## src/rtl/video_timing_pkg.sv

```systemverilog
// Shared timing constants, total-length helpers and region decode
// for the video timing generator and its delay line.
package video_timing_pkg;

  localparam int DEF_H_ACTIVE   = 640;
  localparam int DEF_H_FRONT    = 16;
  localparam int DEF_H_SYNC     = 96;
  localparam int DEF_H_BACK     = 48;
  localparam int DEF_V_ACTIVE   = 480;
  localparam int DEF_V_FRONT    = 10;
  localparam int DEF_V_SYNC     = 2;
  localparam int DEF_V_BACK     = 33;
  localparam int DEF_COORD_W    = 10;
  localparam int DEF_PIPE_DELAY = 2;

  typedef enum logic [1:0] {
    REG_ACTIVE,
    REG_FRONT,
    REG_SYNC,
    REG_BACK
  } region_e;

  function automatic int h_total(
    input int act,
    input int fp,
    input int sw,
    input int bp
  );
    return act + fp + sw + bp;
  endfunction

  function automatic int v_total(
    input int act,
    input int fp,
    input int sw,
    input int bp
  );
    return act + fp + sw + bp;
  endfunction

  // Region order along a line or frame:
  // active, front porch, sync, back porch.
  function automatic region_e region_of(
    input int unsigned cnt,
    input int unsigned act,
    input int unsigned fp,
    input int unsigned sw
  );
    region_e r;
    if (cnt < act)
      r = REG_ACTIVE;
    else if (cnt < act + fp)
      r = REG_FRONT;
    else if (cnt < act + fp + sw)
      r = REG_SYNC;
    else
      r = REG_BACK;
    return r;
  endfunction

endpackage

```

## src/rtl/video_delay_line.sv

```systemverilog
// Enable-gated shift register, DEPTH stages of WIDTH bits.
// Ports: clk/reset/enable, in_data -> out_data. DEPTH=0 is a wire.
module video_delay_line #(
  parameter int              WIDTH     = 1,
  parameter int              DEPTH     = 1,
  parameter logic [WIDTH-1:0] RESET_VAL = '0
) (
  input  logic             in_vga_clk,
  input  logic             in_reset,
  input  logic             in_enable,
  input  logic [WIDTH-1:0] in_data,
  output logic [WIDTH-1:0] out_data
);

  if (DEPTH == 0) begin : g_wire
    logic unused_ok;
    assign unused_ok = &{1'b0, in_vga_clk,
                         in_reset, in_enable};
    assign out_data = in_data;
  end else begin : g_pipe
    logic [WIDTH-1:0] stage [DEPTH];

    always_ff @(negedge in_vga_clk) begin
      if (in_reset) begin
        for (int i = 0; i < DEPTH; i++)
          stage[i] <= RESET_VAL;
      end else if (in_enable) begin
        stage[0] <= in_data;
        for (int i = 1; i < DEPTH; i++)
          stage[i] <= stage[i-1];
      end
    end

    assign out_data = stage[DEPTH-1];
  end

endmodule

```

## src/rtl/video_timing_generator.sv

```systemverilog
// Video timing generator: H/V counters, region decode, coordinate
// and strobe registers, delayed {blank_n,h_sync,v_sync} outputs.
// Ports: in_vga_clk (falling edge), in_reset (sync, active-high),
// in_enable (pixel CE); out_pixel_x/y, out_active, out_line_start,
// out_frame_start, out_blank_n, out_h_sync, out_v_sync.
module video_timing_generator
  import video_timing_pkg::*;
#(
  parameter int H_ACTIVE   = DEF_H_ACTIVE,
  parameter int H_FRONT    = DEF_H_FRONT,
  parameter int H_SYNC     = DEF_H_SYNC,
  parameter int H_BACK     = DEF_H_BACK,
  parameter int V_ACTIVE   = DEF_V_ACTIVE,
  parameter int V_FRONT    = DEF_V_FRONT,
  parameter int V_SYNC     = DEF_V_SYNC,
  parameter int V_BACK     = DEF_V_BACK,
  parameter bit H_SYNC_POL = 1'b0,
  parameter bit V_SYNC_POL = 1'b0,
  parameter int COORD_W    = DEF_COORD_W,
  parameter int PIPE_DELAY = DEF_PIPE_DELAY
) (
  input  logic               in_vga_clk,
  input  logic               in_reset,
  input  logic               in_enable,
  output logic [COORD_W-1:0] out_pixel_x,
  output logic [COORD_W-1:0] out_pixel_y,
  output logic               out_active,
  output logic               out_line_start,
  output logic               out_frame_start,
  output logic               out_blank_n,
  output logic               out_h_sync,
  output logic               out_v_sync
);

  localparam int H_TOTAL =
    h_total(H_ACTIVE, H_FRONT, H_SYNC, H_BACK);
  localparam int V_TOTAL =
    v_total(V_ACTIVE, V_FRONT, V_SYNC, V_BACK);

  localparam logic [COORD_W-1:0] H_LAST =
    COORD_W'(H_TOTAL - 1);
  localparam logic [COORD_W-1:0] V_LAST =
    COORD_W'(V_TOTAL - 1);

  // {blank_n, h_sync, v_sync} idle: blanked, syncs inactive.
  localparam logic [2:0] SB_IDLE =
    {1'b0, ~H_SYNC_POL, ~V_SYNC_POL};

  if (H_ACTIVE == 0 || V_ACTIVE == 0 ||
      H_SYNC == 0 || V_SYNC == 0) begin : g_bad_zero
    $error("video_timing_generator: zero-width region");
  end

  if (H_TOTAL - 1 >= 2**COORD_W ||
      V_TOTAL - 1 >= 2**COORD_W) begin : g_bad_width
    $error("video_timing_generator: COORD_W too small");
  end

  logic [COORD_W-1:0] h_count;
  logic [COORD_W-1:0] v_count;
  region_e            h_reg;
  region_e            v_reg;
  logic               active;
  logic               h_last;
  logic               v_last;
  logic [2:0]         sb_d;
  logic [2:0]         sb_q;
  logic [2:0]         sb_dly;

  always_comb begin
    h_reg  = region_of(32'(h_count), H_ACTIVE,
                       H_FRONT, H_SYNC);
    v_reg  = region_of(32'(v_count), V_ACTIVE,
                       V_FRONT, V_SYNC);
    active = (h_reg == REG_ACTIVE) &&
             (v_reg == REG_ACTIVE);
    h_last = (h_count == H_LAST);
    v_last = (v_count == V_LAST);
    sb_d   = SB_IDLE;
    sb_d[2] = active;
    if (h_reg == REG_SYNC)
      sb_d[1] = H_SYNC_POL;
    if (v_reg == REG_SYNC)
      sb_d[0] = V_SYNC_POL;
  end

  always_ff @(negedge in_vga_clk) begin
    if (in_reset) begin
      h_count <= '0;
      v_count <= '0;
    end else if (in_enable) begin
      if (h_last) begin
        h_count <= '0;
        v_count <= v_last ? '0 : v_count + 1'b1;
      end else begin
        h_count <= h_count + 1'b1;
      end
    end
  end

  // Strobes drop on any disabled edge so each pulse
  // is exactly one clock wide regardless of the CE rate.
  always_ff @(negedge in_vga_clk) begin
    if (in_reset) begin
      out_pixel_x     <= '0;
      out_pixel_y     <= '0;
      out_active      <= 1'b0;
      out_line_start  <= 1'b0;
      out_frame_start <= 1'b0;
      sb_q            <= SB_IDLE;
    end else if (in_enable) begin
      out_pixel_x     <= active ? h_count : '0;
      out_pixel_y     <= active ? v_count : '0;
      out_active      <= active;
      out_line_start  <= active && (h_count == '0);
      out_frame_start <= active && (h_count == '0) &&
                         (v_count == '0);
      sb_q            <= sb_d;
    end else begin
      out_line_start  <= 1'b0;
      out_frame_start <= 1'b0;
    end
  end

  video_delay_line #(
    .WIDTH     (3),
    .DEPTH     (PIPE_DELAY),
    .RESET_VAL (SB_IDLE)
  ) u_sync_dly (
    .in_vga_clk (in_vga_clk),
    .in_reset   (in_reset),
    .in_enable  (in_enable),
    .in_data    (sb_q),
    .out_data   (sb_dly)
  );

  assign {out_blank_n, out_h_sync, out_v_sync} = sb_dly;

endmodule
```

## config.mk

```make
export PLATFORM = sky130hd
export DESIGN_NAME = video_timing_generator
export DESIGN_NICKNAME = d
export VERILOG_FILES = /design/src/rtl/video_timing_pkg.sv /design/src/rtl/video_delay_line.sv /design/src/rtl/video_timing_generator.sv
export SDC_FILE = /design/constraint.sdc
export NUM_CORES = 1
export LEC_CHECK = 0
export ABC_AREA = 1
export CAP_MARGIN = 10
export CELL_PAD_IN_SITES_DETAIL_PLACEMENT = 0
export CELL_PAD_IN_SITES_GLOBAL_PLACEMENT = 2
export CORE_MARGIN = 4
export CORE_UTILIZATION = 32
export DETAILED_ROUTE_END_ITERATION = 8
export GPL_TIMING_DRIVEN = 0
export HOLD_SLACK_MARGIN = 0.12
export PLACE_DENSITY = 0.82
export SYNTH_ARGS = -nofsm -noshare
export SYNTH_HDL_FRONTEND = slang
export SYNTH_SLANG_ARGS = --single-unit
```

## constraint.sdc

```tcl
create_clock -name in_vga_clk -period 1.7 [get_ports in_vga_clk]
set_input_delay 0.51 -clock in_vga_clk [delete_from_list [all_inputs] [get_ports in_vga_clk]]
set_output_delay 0.51 -clock in_vga_clk [all_outputs]
set_load 0.01 [all_outputs]
```

==> results summary <==
The area enclosed by the die boundary came out at 0.00890 mm^2. The number of library cell types mapped by synthesis came out at 33. For the worst setup path, the data arrival time is 1.71 ns. STA classifies the critical path startpoint as a flip-flop. Per report_power, the sequential group accounts for 47.9% of the total.

The library cells used most frequently in the layout, excluding fill and tap cells, are sky130_fd_sc_hd__inv_1 (86), sky130_fd_sc_hd__nand2_1 (64), sky130_fd_sc_hd__buf_6 (31). Of all nets on the critical path, the largest fanout is 1. Sorting the synthesized cells by area gives the leading types as sky130_fd_sc_hd__dfxtp_1 (38%), sky130_fd_sc_hd__nand2_1 (12%), sky130_fd_sc_hd__edfxtp_1 (7.6%). In the global route stage, overall resource usage came out at between 10% and 20%.

The commonest register cell after synthesis is sky130_fd_sc_hd__dfxtp_1. VDD sags by at most about 0.33 mV. The worst-margin pin slew came out at about 0.37 ns. Walking the worst path, the cells encountered are buf_2. The DRC violations left came out at 0.

The floorplan step defined a core boundary enclosing a little over 0.007 mm^2. The number of top-level design ports is 29. The flow ran to the end, but the final reports show violations. After clock tree synthesis, the clock-pin slew on the worst setup and hold paths is 0.04 ns. The final reports fail on setup timing. The number of buffers created by CTS came out at 5. The largest individual stage delay along the critical path comes from the cell sky130_fd_sc_hd__edfxtp_1. The delay contributed by the slowest stage of the critical path came out at 0.35 ns. The initial core utilization is 32.9%. During synthesis, Yosys emitted a total of 0 warnings. The pin count of the biggest net entering global routing came out at 16.

The area growth from synthesis to layout is 48.7%. The power density over the cells came out at 737 mW/mm^2. Leaving out fill and tap cells, the most frequent cell in the layout is sky130_fd_sc_hd__inv_1. The finished layout holds 508 standard cells, fillers aside.

The area fraction of the dominant cell type after synthesis came out at 37.8%. The required time at the endpoint of the critical path is around 1.2 ns. The leakage power came out at ~0.0017 uW. In the routed layout, each cell is associated on average with a via count of 4.54. The TritonCTS clock tree is done. The initial antenna violation count came out at 0.

The fraction of power spent switching nets is around 32%. The insertion delay of the later-clocked pin in the worst-skew pair came out at 0.38 ns. The max-slew violation count is 0. The port buffer count came out at 27. Cell internal power was estimated by the tool at 1770 uW. Clock tree synthesis found a total of slightly above 50 sinks.

The net count after synthesis is ~320. Fill cells in the final layout number around 750. Once placement completed, the tool counted placed cells totaling 435.

Of the synthesized area, sequential elements account for 45.3%. Setup slack on the critical path of the routed design comes to -0.522 ns. The count of nets left with antenna violations once routing finished came out at 0. The number of global-route vias before repair came out at around 2300. The count of standard-cell rows is 31. The number of enable flip-flop cells after synthesis came out at 6. Combinational logic is responsible for approximately 7.4% of the overall power.

The number of buffers and inverters on the critical path is 1. The worst setup path is captured at an output pin. The average instance area after synthesis came out at 7.72 um^2.

The tree is rooted in a sky130_fd_sc_hd__clkbuf_8. Synthesis inferred between 50 and 60 register bits. The number of endpoints failing setup at the final stage came out at 75.

The total via count in the routed design came out at 2306. The max-cap violation count came out at 0. The gate count after technology mapping came out at 309. The biggest area contributor in the post-synthesis netlist is sky130_fd_sc_hd__dfxtp_1. Measured along the y axis, the die boundary spans 94.4 um.

The CTS H-tree depth is 2. Global routing finished with a remaining overflow of 0. Setup repair after global routing could not meet its margin everywhere. The async set or reset register ratio after synthesis came out at 0%. The final routed wire length divided by cell count came out at 12.5 um. The final worst hold slack came out at 0.438 ns. The final count of hold timing violations came out at 0.

The synthesized netlist occupies a cell area of 0.00239 mm^2. The count of routing violations after the opening detailed-route iteration came out at 96. The detailed-routing iteration count for the pre-antenna-repair pass is 4.

The floorplan step set the die width to 94.4 um. The worst slew margin relative to its limit is around three quarters. The number of antenna diodes came out at 0. By startpoint and endpoint, the worst setup path is classified as flip-flop to output pin.

The post-route netlist has approximately two fifths of its cells at a drive strength greater than 1. The first-pass GRT wire length came out at 10700 um. The total half-perimeter wirelength after legalization and detailed placement came out at 4430 um. The clock passes through at most 2 buffers. The post-cts hold buffer count came out at 0.

The share of total power dissipated in the clock network is 44.7%. The dominant delay contributor by cell family on the critical path is flip-flops. The total net switching power is 840 uW. The final routed wirelength across all metal layers is 6370 um. For this run, the post-layout net count is around 420. The worst clock skew came out at 0.0153 ns. The congestion estimate from routability-driven global placement came to ~0.84. In this run the worst hold path is classified as flip-flop to flip-flop.
cells in the mapped netlist (all sizes together) (3+ instances only):
master,number
a21oi,14
buf,7
clkbuf,3
dfxtp,45
edfxtp,6
ha,4
inv,42
nand2,80
nand3,13
nand4,11
nor2,36
nor3,10
o21ai,26
or2,4
cell families after synthesis:
group	after synthesis	share of synthesized area, %
adders and majority gates	4	2.10
DFF	51	45.3
buffers and inverters	53	9.65
xor gates and xnor gates	3	1.10
AOI/OAI and AO/OA	43	12.0
and+or+nand+nor	155	29.9
per-stage QoR:
step	util (%)	worst slack (ns)	setup TNS, ns	power, uW	area [um^2]
2_1_floorplan	-	-0.397	-17.33	1550	2480
3_3_place_gp	39.7	-1.12	-66.20	1590	2880
3_5_place_dp	39.7	-1.12	-65.64	1590	2880
4_1_cts	46.6	-0.540	-18.54	2670	3380
5_1_grt	48.9	-0.583	-19.59	2810	3550
6_report	48.9	-0.522	-17.08	2610	3550
power groups by stage:
stage,Combinational (uW),Sequential [uW],Clock (uW)
after detailed placement,139,1270,186
after CTS,188,1250,1230
after global routing,211,1250,1350
after floorplan,86.6,1270,186
after global placement,139,1270,186
final,193,1250,1170
path summary, 6_finish.rpt:
kind	from	slack [ns]	end	depth (start not counted)
setup reg to reg	h_count[1]	0.14	v_count[5]	7
hold reg to reg	out_pixel_y[9]	0.44	out_pixel_y[9]	2
setup / recovery	u_sync_dly.g_pipe.stage[0][4]	-0.52	out_h_sync	1
hold / removal	out_pixel_y[9]	0.44	out_pixel_y[9]	2
registers in the layout, summed over array words and instances, names as in the netlist:
name / cells
out_pixel_y: 10
out_line_start: 1
v_count: 10
h_count: 10
out_active: 1
u_sync_dly.g_pipe.stage: 6
out_pixel_x: 10
sb_q: 2
out_frame_start: 1
timing repair:
action | 4_1_cts | 5_1_grt
cloned | 2 | 0
resized for setup | 163 | 59
setup buffers | 9 | 12
pin swaps | 10 | 24
setup endpoints to repair | 83 | 69
final cells by class:
type | instances | area [um^2] | area share (%)
Buffer | 8 | 68.8 | 1.94
Clock buffer | 5 | 68.8 | 1.94
Clock inverter | 53 | 206 | 5.82
Inverter | 42 | 185 | 5.22
Multi-Input combinational cell | 205 | 1310 | 36.8
Sequential cell | 51 | 1110 | 31.3
Tap cell | 99 | 124 | 3.49
Timing Repair Buffer | 45 | 479 | 13.5
per-layer routing:
metal	global-route usage [%]	share of wire (%)
met1	18.9	47
met2	23.5	46
met3	5.42	5.5
met4	7.34	1.5
met5	0	0
Power figures use the tool's default switching activity.
